$ cat src/rtl/exp_ctrl_pkg.sv
// rtl/exp_ctrl_pkg.sv - shared state type and constants for the exp stage controller
package exp_ctrl_pkg;
  typedef enum logic [1:0] {ST_IDLE, ST_RUN, ST_DRAIN, ST_DONE} state_t;
  localparam int CNT_W_DEFAULT = 10;
  localparam int LATENCY = 2;
endpackage

$ cat src/rtl/exp_pipe_valid.sv
// rtl/exp_pipe_valid.sv - occupancy bits and stage enables for the two-stage exp datapath
module exp_pipe_valid #(
  parameter int LATENCY = 2
) (
  input  logic clk,
  input  logic reset,
  input  logic flush,
  input  logic issue_ok,
  input  logic in_valid,
  input  logic out_ready,
  output logic in_ready,
  output logic stage_run2,
  output logic stage_run,
  output logic out_valid
);
  // occ[1] marks the first register stage, occ[0] the output stage
  logic [LATENCY-1:0] occ;

  assign stage_run  = occ[1] && (!occ[0] || out_ready);
  assign in_ready   = issue_ok && (!occ[1] || stage_run);
  assign stage_run2 = in_valid && in_ready;
  assign out_valid  = occ[0];

  always_ff @(posedge clk) begin
    if (reset || flush) begin
      occ <= '0;
    end else begin
      occ[1] <= stage_run2 ? 1'b1 : (stage_run ? 1'b0 : occ[1]);
      occ[0] <= stage_run ? 1'b1 : (out_ready ? 1'b0 : occ[0]);
    end
  end
endmodule

$ cat src/rtl/exp_stage_ctrl.sv
// rtl/exp_stage_ctrl.sv - job sequencer for the exp datapath pipeline
// Optional stall_cnt output enabled by EXP_CTRL_STALL_CNT_EN.
module exp_stage_ctrl
  import exp_ctrl_pkg::*;
#(
  parameter int CNT_W   = CNT_W_DEFAULT,
  parameter int LATENCY = exp_ctrl_pkg::LATENCY
) (
  input  logic             clk,
  input  logic             reset,
  input  logic             start,
  input  logic [CNT_W-1:0] len,
  input  logic             flush,
  input  logic             in_valid,
  output logic             in_ready,
  output logic             stage_run2,
  output logic             stage_run,
  output logic             out_valid,
  input  logic             out_ready,
  output logic             out_last,
  output logic             busy,
  output logic             done
`ifdef EXP_CTRL_STALL_CNT_EN
  ,output logic [31:0]     stall_cnt
`endif
);
  localparam logic [CNT_W-1:0] CNT_ONE = CNT_W'(1);

  state_t           state, state_nxt;
  logic [CNT_W-1:0] len_reg, in_cnt, out_cnt;
  logic             start_acc, out_hs, last_in, last_out, issue_ok;

  assign start_acc = (state == ST_IDLE) && start && !flush;
  assign out_hs    = out_valid && out_ready;
  assign issue_ok  = (state == ST_RUN) && (in_cnt < len_reg);
  assign last_in   = stage_run2 && (in_cnt == len_reg - CNT_ONE);
  assign last_out  = (out_cnt == len_reg - CNT_ONE);
  assign out_last  = out_valid && last_out;

  exp_pipe_valid #(.LATENCY(LATENCY)) u_pipe_valid (
    .clk        (clk),
    .reset      (reset),
    .flush      (flush),
    .issue_ok   (issue_ok),
    .in_valid   (in_valid),
    .out_ready  (out_ready),
    .in_ready   (in_ready),
    .stage_run2 (stage_run2),
    .stage_run  (stage_run),
    .out_valid  (out_valid)
  );

  always_comb begin
    state_nxt = state;
    busy      = 1'b0;
    done      = 1'b0;
    case (state)
      ST_IDLE:  if (start) state_nxt = (len != '0) ? ST_RUN : ST_DONE;
      ST_RUN: begin
        busy = 1'b1;
        if (last_in) state_nxt = ST_DRAIN;
      end
      ST_DRAIN: begin
        busy = 1'b1;
        if (out_hs && last_out) state_nxt = ST_DONE;
      end
      ST_DONE: begin
        done      = 1'b1;
        state_nxt = ST_IDLE;
      end
      default:  state_nxt = ST_IDLE;
    endcase
    // abort wins over start and any handshake in the same cycle
    if (flush) state_nxt = ST_IDLE;
  end

  always_ff @(posedge clk) begin
    if (reset) state <= ST_IDLE;
    else       state <= state_nxt;
  end

  always_ff @(posedge clk) begin
    if (reset) begin
      len_reg <= '0;
      in_cnt  <= '0;
      out_cnt <= '0;
    end else if (flush) begin
      in_cnt  <= '0;
      out_cnt <= '0;
    end else if (start_acc) begin
      len_reg <= len;
      in_cnt  <= '0;
      out_cnt <= '0;
    end else begin
      if (stage_run2) in_cnt  <= in_cnt + CNT_ONE;
      if (out_hs)     out_cnt <= out_cnt + CNT_ONE;
    end
  end

`ifdef EXP_CTRL_STALL_CNT_EN
  always_ff @(posedge clk) begin
    if (reset || start_acc) begin
      stall_cnt <= '0;
    end else if (busy && out_valid && !out_ready && (stall_cnt != '1)) begin
      stall_cnt <= stall_cnt + 32'd1;
    end
  end
`endif
endmodule

$ cat config.mk
export PLATFORM = sky130hd
export DESIGN_NAME = exp_stage_ctrl
export DESIGN_NICKNAME = d
export VERILOG_FILES = /design/src/rtl/exp_ctrl_pkg.sv /design/src/rtl/exp_pipe_valid.sv /design/src/rtl/exp_stage_ctrl.sv
export SDC_FILE = /design/constraint.sdc
export NUM_CORES = 1
export LEC_CHECK = 0
export CELL_PAD_IN_SITES_DETAIL_PLACEMENT = 0
export CELL_PAD_IN_SITES_GLOBAL_PLACEMENT = 2
export CORE_UTILIZATION = 37
export DETAILED_ROUTE_END_ITERATION = 12
export PLACE_DENSITY_LB_ADDON = 0.1
export SYNTH_ARGS = -nofsm -noshare
export SYNTH_HDL_FRONTEND = slang
export SYNTH_SLANG_ARGS = --single-unit
$ cat constraint.sdc
create_clock -name clk -period 6.55 [get_ports clk]
set_clock_uncertainty 0.05 [all_clocks]
set_input_delay 1.31 -clock clk [delete_from_list [all_inputs] [get_ports clk]]
set_output_delay 1.31 -clock clk [all_outputs]
set_load 0.02 [all_outputs]
After elaboration in Yosys (flattened, before gate mapping)

Index checks and enable logic that the tools add are counted.
W data, S select, Z words.

Add/subtract/negate cells: 3
Magnitude comparators: 1
Equal/unequal tests: 8
Muxes and demuxes: 11
Bitwise operators: 1
Reduce and logical (&&, ||, !) cells: 25

Operators with widths:

| kind                    | number |
|---|---|
| $add A10 B1 Y10 const B | 2 |
| $eq A10 B10 Y1          | 2 |
| $logic_and A1 B1 Y1     | 10 |
| $lt A10 B10 Y1          | 1 |
| $reduce_bool A10 Y1     | 1 |
| $sub A10 B1 Y10 const B | 1 |
| $mux W2                 | 4 |
| $pmux W2 S4             | 1 |
| $mux W1                 | 6 |
| $ne A2 B2 Y1 const B    | 3 |
| $eq A2 B2 Y1 const B    | 2 |
| $reduce_bool A2 Y1      | 2 |
| $reduce_or A2 Y1        | 2 |
| $logic_not A1 Y1        | 3 |
| $logic_or A1 B1 Y1      | 3 |
| $reduce_and A3 Y1       | 1 |
| $reduce_or A3 Y1        | 1 |
| $eq A2 B1 Y1 const B    | 1 |
| $logic_not A2 Y1        | 1 |
| $reduce_and A2 Y1       | 1 |
| $not A1 Y1              | 1 |

Bits in registers: 34
Bits of input ports: 16
Output and inout port bits: 7

Logic depth before layout (Yosys ltp)

Gate-level depths: netlist (run 1).

Word-level depth: 9
Depth in mapped cells: 11
Gate-level depth less buffers: 9

By module

Synthesis (run 1) repeated with hierarchy kept, for this count alone.

Cell total of the unflattened synthesis: 315
Area, all modules: 2476.1 µm²

Modules (own cells, without submodules):

| module         | instances | cells each | area an instance (µm²) | seq. area each (µm²) |
|---|---|---|---|---|
| exp_stage_ctrl | 1         | 304        | 2369.8                 | 640.6 |
| exp_pipe_valid | 1         | 11         | 106.4                  | 40.0 |

Least setup slack after synthesis (run 1)

Ideal clock, no wire load.

Kind: register -> output
Start point: register len_reg[0]
End point: output port out_last
Arrival time: 2.554 ns
Required time: 5.190 ns
Setup slack: 2.636 ns
Stages on the path, launching flop included: 9
Buffers on the path: 0
Cell sequence: dfxtp_1 inv_1 ha_1 nor3b_1 nand2_1 xnor2_1 a2111oi_0 nand2_1 nor3b_1

Word-level cells in the longest chain between the ends: 3

RTL lines:

| what                   | line                 | source |
|---|---|---|
| start, declared        | exp_stage_ctrl.sv:30 | `logic [CNT_W-1:0] len_reg, in_cnt, out_cnt;` |
| start signal, assigned | exp_stage_ctrl.sv:91 | `len_reg <= len;` |
| $sub A10 B1 Y10        | exp_stage_ctrl.sv:37 | `assign last_out = (out_cnt == len_reg - CNT_ONE);` |
| $eq A10 B10 Y1         | exp_stage_ctrl.sv:37 |  |
| $logic_and A1 B1 Y1    | exp_stage_ctrl.sv:38 | `assign out_last = out_valid && last_out;` |
| end, declared          | exp_stage_ctrl.sv:20 | `output logic out_last,` |

Every way passes these cells.

Worst setup path in the final report (run 1)

Ends and elaborated chain as after synthesis.

==> results of run 1 <==
path summary, 6_finish.rpt:
path / cells past startpoint / slack (ps) / end / from
setup / recovery: 9 / 1510 / out_last / len_reg[0]
setup reg to reg: 9 / 3240 / state[0] / len_reg[0]
hold / removal: 2 / 440 / len_reg[1] / len_reg[1]
hold reg to reg: 2 / 440 / len_reg[1] / len_reg[1]
worst max-delay path: cells and delay by family (launching register included):
family,cells,cell delay [ps]
and+or+nand+nor,4,1310
adders and majority gates,1,170
DFF,1,360
AOI/OAI and AO/OA,1,650
buffers and inverters,2,700
xor gates and xnor gates,1,190
area by class of cell:
cell class	instances	area, um^2
clock buffers	7	86.3
clock inverters	1	5.00
fillers	624	3320
inverters	21	78.8
multi-input cells	222	1510
flip-flops and latches	34	681
well taps	75	93.8
repair buffers	22	220
logic make-up (layout without fill, tap and decap cells):
kind of cell               after synthesis  count (layout)  synth area share (%)
AOI/OAI and AO/OA                       53              53                  16.1
xor gates and xnor gates                37              37                  14.6
adders and majority gates               18              18                  9.72
buffers and inverters                   32              51                  5.67
DFF                                     34              34                  29.4
muxes                                    1               1                 0.432
and+or+nand+nor                        113             113                  24.1
through the flow:
stage | hold slack [ps] | std cells
after floorplan | 409 | 288
after global placement | 431 | 374
after detailed placement | 434 | 374
final | 440 | 382
after CTS | 444 | 382
after global routing | 478 | 382
Yosys cell counts (2+ instances only):
master | n | area (um^2)
nand3_1 | 5 | 25.0
nor4_1 | 4 | 25.0
o22ai_1 | 2 | 12.5
o2111ai_1 | 2 | 17.5
or3_1 | 6 | 37.5
nor3_1 | 6 | 30.0
nand4_1 | 8 | 50.1
a21boi_0 | 2 | 15.0
inv_1 | 21 | 78.8
dfxtp_1 | 34 | 681
nor2b_1 | 2 | 12.5
a2111oi_0 | 2 | 17.5
xnor2_1 | 19 | 166
nor3b_1 | 3 | 22.5
a21o_1 | 2 | 15.0
clkbuf_1 | 7 | 26.3
buf_2 | 3 | 15.0
nand2_1 | 39 | 146
o21ai_0 | 5 | 25.0
nor2_1 | 24 | 90.1
and3_1 | 5 | 31.3
ha_1 | 18 | 225
xor2_1 | 17 | 149
a21oi_1 | 20 | 100
where the power goes:
part           total, W  switching, W  internal, W
clock          0.000166     0.0000814    0.0000849
sequential     0.000219    0.00000833     0.000211
combinational  0.000117     0.0000625    0.0000548
total          0.000503      0.000152     0.000351
layout by cell type (no fill, tap or decap), types with 8 or more instances in the layout:
cell	instances
nor2_1	24
nand2_1	39
nand4_1	8
dfxtp_1	34
xor2_1	17
inv_1	21
xnor2_1	19
a21oi_1	20
clkdlybuf4s50_1	22
ha_1	18
layer usage:
layer / vias to the layer above / wire, um
met2: 27 / 2520
li1: 1034 / -
met1: 914 / 2990
met5: - / 0
met3: 9 / 174
met4: 0 / 132
==> impl_results.md, run 1 <==
- Crit start category: register
- CTS tree: yes
- Largest net degree at the start of global routing: 21
- RSZ-0062 raised after global routing: false
- Slew HR: 41.2%
- Iter 0 DRT Violations: 71
- GR Layer Usage met3: 4.72%
- Final core occ: 44.6%
- Nets@finish: 340
- Core ar.: 5990 um^2
- Ant. Diodes: 0
- Max-cap violations: 0
- Most common flop cell mapped by yosys: dfxtp_1
- GPL Wtd Cong: 0.784
- Post-route setup slack: 1510 ps
- Fin area: 2670 um^2
- Worst-margin pin slew: 880 ps
- Ports: 23
- Max incr delay on CP: 730 ps
- Clock sinks: 34
- Post-CTS Setup Repair Bufs: 0
- Met2 Usage GRT: 31.1%
- Final slew viol count: 0
- H-tree depth: 2
- Aggregate global-route resource usage: 19.9%
- DPL Wire Length: 4.48 mm
- Initial core utilization: 38.7%
- Hold Path Class: reg -> reg
- Clk pin slew, worst setup/hold paths: 70 ps
- Tmin final: 5040 ps
- Die Height: 81.1 um
- Pre-CTS setup slack: 1850 ps
- Synthesized instance count: 288
- Vias in the first global route: 1953
- Layout area overhead: 15.2%
- Pwr Density: 188 nW/um^2
- CP max FO: 7
- Highest clock rate: 0.198 GHz
- Worst vdd ir: 0.0000888 V
- First-pass GRT wire length: 9.63 mm
- Row Count: 28
- CP endpoint kind: output port
- Avg Synthesized Cell Area: 8.05 um^2
- DR pass1 iterations: 4
- Clk_lat worst skew: 300 ps
- Outcome: finished, final reports clean
- Die X: 81.1 um
- Most Used Layer, Global Route: met2
- GRT Residual Overflow: 0
- Antenna-violating nets left: 0
- Routed via count: 1984
- IO buf count: 22
- # DRC: 0
- Clk Tree Root Cell: clkbuf_8
- DRT Wirelength: 5.82 mm
- Routed vias/inst: 5.19
- CTS-repair resized insts: 0
- Async SR Flop Fraction: 0%
- Slowest stage cell, crit path: nor3b_1
- Final period util: 77.0%
- Clock Path Buffers: 2
- Sequential element share of the synthesized area: 29.4%
- Crit path DAT: 3680 ps
- Hold Vio Cnt, Final: 0
- CP required: 5190 ps
- Die ar.: 6580 um^2
- CP Class: reg -> out
- Syn nets: 322
- Final setup viols: 0
- Hold-fix buffers, CTS: 0
- Cell Area, Placed: 2580 um^2
- GR Util met1: 26.4%
- Leakage: 0.988 nW
- Yosys cell types: 56
- FF+latch count, synth: 34
- CTS buffer count: 5
- CP cell instances: inv_1, ha_1, nor3b_1, nand2_1, xnor2_1, a2111oi_0, nand2_1, nor3b_1, clkdlybuf4s50_1
- Layout cell share with drive strength beyond 1: 6.19%
- Syn. warnings: 0
- Fin Setup TNS: 0 ps
- EDFF count, synth: 0
- Synthesized area: 2320 um^2
- WL/cell: 15.2 um
- Power, Total: 0.000503 W
- Initial antenna violation count: 0
Note: power is estimated with default switching activity, not from simulation.
==> run 2: changes to the inputs <==
Settings changed: CORE_UTILIZATION 37 to 34.
Clock period 6.55 ns to 4.78 ns, I/O delays scaled along.
==> run 2 against run 1 <==
Against the previous run: worst hold slack improved by 7.3 ps; sequential share of layout area shrank 0.20 points; die area up 8.6%; cell count is 1.0% higher; critical path depth rose by 1; non-clock buffer count rose by 2; flip-flop and latch count unchanged; critical endpoint unchanged; largest cell class unchanged.
==> impl_results.md, run 2 (same netlist as run 1, synthesis figures left out) <==
- Die ar.: 7150 um^2 (+8.6%)
- RSZ-0062 raised after global routing: false
- Final period util: 89.6%
- Sw Share: 30.1% (-0.17 points)
- P_int: 0.000482 W (+37%)
- Ant. Diodes: 0 (unchanged)
- Layout cell share with drive strength beyond 1: 7.12% (+0.93 points)
- Largest net degree at the start of global routing: 21 (unchanged)
- CTS-repair resized insts: 0 (unchanged)
- NetSw: 0.000208 W (+36%)
- IO buf count: 22 (unchanged)
- Antenna-violating nets left: 0 (unchanged)
- Commonest non-fill, non-tap cell in the layout: nand2_1
- CP max FO: 6 (-1)
- Vias in the first global route: 1951 (-0.10%)
- H-tree depth: 2 (unchanged)
- Register area: 681 um^2 (unchanged)
- CP Class: reg -> out
- Final slew viol count: 0 (unchanged)
- CP required: 3770 ps (-1420 ps)
- Clock sinks: 34 (unchanged)
- Worst-margin pin slew: 763 ps (-118 ps)
- Fillcell total: 686 (+9.9%)
- Highest clock rate: 0.233 GHz
- Hold Path Class: reg -> reg
- Worst vdd ir: 0.000113 V (+28%)
- Row Count: 29 (+3.6%)
- GPL Wtd Cong: 0.869 (+11%)
- Die X: 84.6 um (+4.2%)
- Sequential Power Share: 43.6% (about the same)
- Clk Tree Root Cell: clkbuf_8
- Routed via count: 1996 (+0.60%)
- Aggregate global-route resource usage: 17.8% (-2.1 points)
- Post-CTS Setup Repair Bufs: 0 (unchanged)
- DPL Wire Length: 4.61 mm (+2.9%)
- Multi-input gate area: 1510 um^2 (unchanged)
- Post-route insts no fill: 386 (+1.0%)
- DR pass1 iterations: 4 (unchanged)
- DRT Wirelength: 5.84 mm (+0.40%)
- CTS buffer count: 5 (unchanged)
- GRT Residual Overflow: 0 (unchanged)
- CP endpoint kind: output port
- Pwr Density: 256 nW/um^2 (+36%)
- Core ar.: 6460 um^2 (+7.8%)
- Pre-CTS setup slack: 761 ps (-1090 ps)
- Clock Path Buffers: 2 (unchanged)
- # DRC: 0 (unchanged)
- Leakage: 0.997 nW (+0.90%)
- Post-route setup slack: 495 ps (-1010 ps)
- Nets@finish: 342 (+0.59%)
- Slew HR: 47.8% (+6.7 points)
- Tmin final: 4290 ps
- Routed vias/inst: 5.17 (-0.44%)
- Final core occ: 41.7% (-2.9 points)
- Layout area overhead: 16.1%
- Hold-fix buffers, CTS: 0 (unchanged)
- Die Height: 84.6 um (+4.2%)
- Clk pin slew, worst setup/hold paths: 70 ps (about the same)
- Fin Setup TNS: 0 ps (unchanged)
- Logic pwr share: 23.6% (+0.3 points)
- Max-cap violations: 0 (unchanged)
- WL/cell: 15.1 um (-0.65%)
- Final setup viols: 0 (unchanged)
- Crit path DAT: 3280 ps (-400 ps)
- CTS tree: yes
- Initial antenna violation count: 0 (unchanged)
- Inst Count DP: 378 (+1.1%)
- Crit start category: register
- Initial core utilization: 35.9% (-2.8 points)
- Clock power frac: 32.8% (-0.3 points)
- Outcome: finished, final reports clean
- Clk_lat worst skew: 290 ps (about the same)
- Iter 0 DRT Violations: 150 (+110%)
- Ports: 23 (unchanged)
- First-pass GRT wire length: 9.83 mm (+2.0%)
- Most frequent cells in the layout: nand2_1 (39), dfxtp_1 (34), nor2_1 (24), clkdlybuf4s50_1 (22), inv_1 (21)
- Hold Vio Cnt, Final: 0 (unchanged)
-- run 2: area by class of cell --
class                           instances  share of cell area (%)
Clock buffer                            6                    3.07
Tap cell                               77                    3.58
Clock inverter                          2                   0.465
Timing Repair Buffer                   24                    8.74
Inverter                               21                    2.93
Multi-Input combinational cell        222                    55.9
Sequential cell                        34                    25.3
-- run 2: routing by layer --
metal	GRT usage (%)	share of wire [%]
met4	6.32	2.1
met1	24.6	51
met2	27.6	44
met5	0	0
met3	3.15	2.4
-- run 2: final timing paths --
| kind | slack (ps) | from | cells after the start | to |
|---|---|---|---|---|
| setup reg to reg | 1470 | len_reg[5] | 10 | in_cnt[9] |
| setup / recovery | 490 | len_reg[0] | 10 | out_last |
| hold / removal | 450 | len_reg[1] | 2 | len_reg[1] |
| hold reg to reg | 450 | len_reg[1] | 2 | len_reg[1] |
-- run 2: power by group through the flow --
stage / Clock, W / Combinational, W / Sequential [W]
5_1_grt: 0.000250 / 0.000183 / 0.000302
2_1_floorplan: 0 / 0.000122 / 0.000300
6_report: 0.000226 / 0.000163 / 0.000301
3_5_place_dp: 0 / 0.000163 / 0.000307
4_1_cts: 0.000238 / 0.000164 / 0.000301
3_3_place_gp: 0 / 0.000165 / 0.000307
-- run 2: through the flow --
step / hold WS [ps] / area, um^2 / total power [W]
finish: 447 / 2690 / 0.000690
detailed placement: 439 / 2600 / 0.000470
global route: 494 / 2690 / 0.000735
global placement: 433 / 2600 / 0.000473
CTS: 451 / 2690 / 0.000703
floorplan: 409 / 2320 / 0.000422
-- run 2: worst max-delay path, stage by stage, from the launching register on --
cell	delay, ps
dfxtp_1	430
inv_1	70
ha_1	210
nor3b_1	180
buf_4	170
nor3b_1	160
a311o_1	360
a2111oi_0	430
nand2_1	100
nor3b_1	240
clkdlybuf4s50_1	640
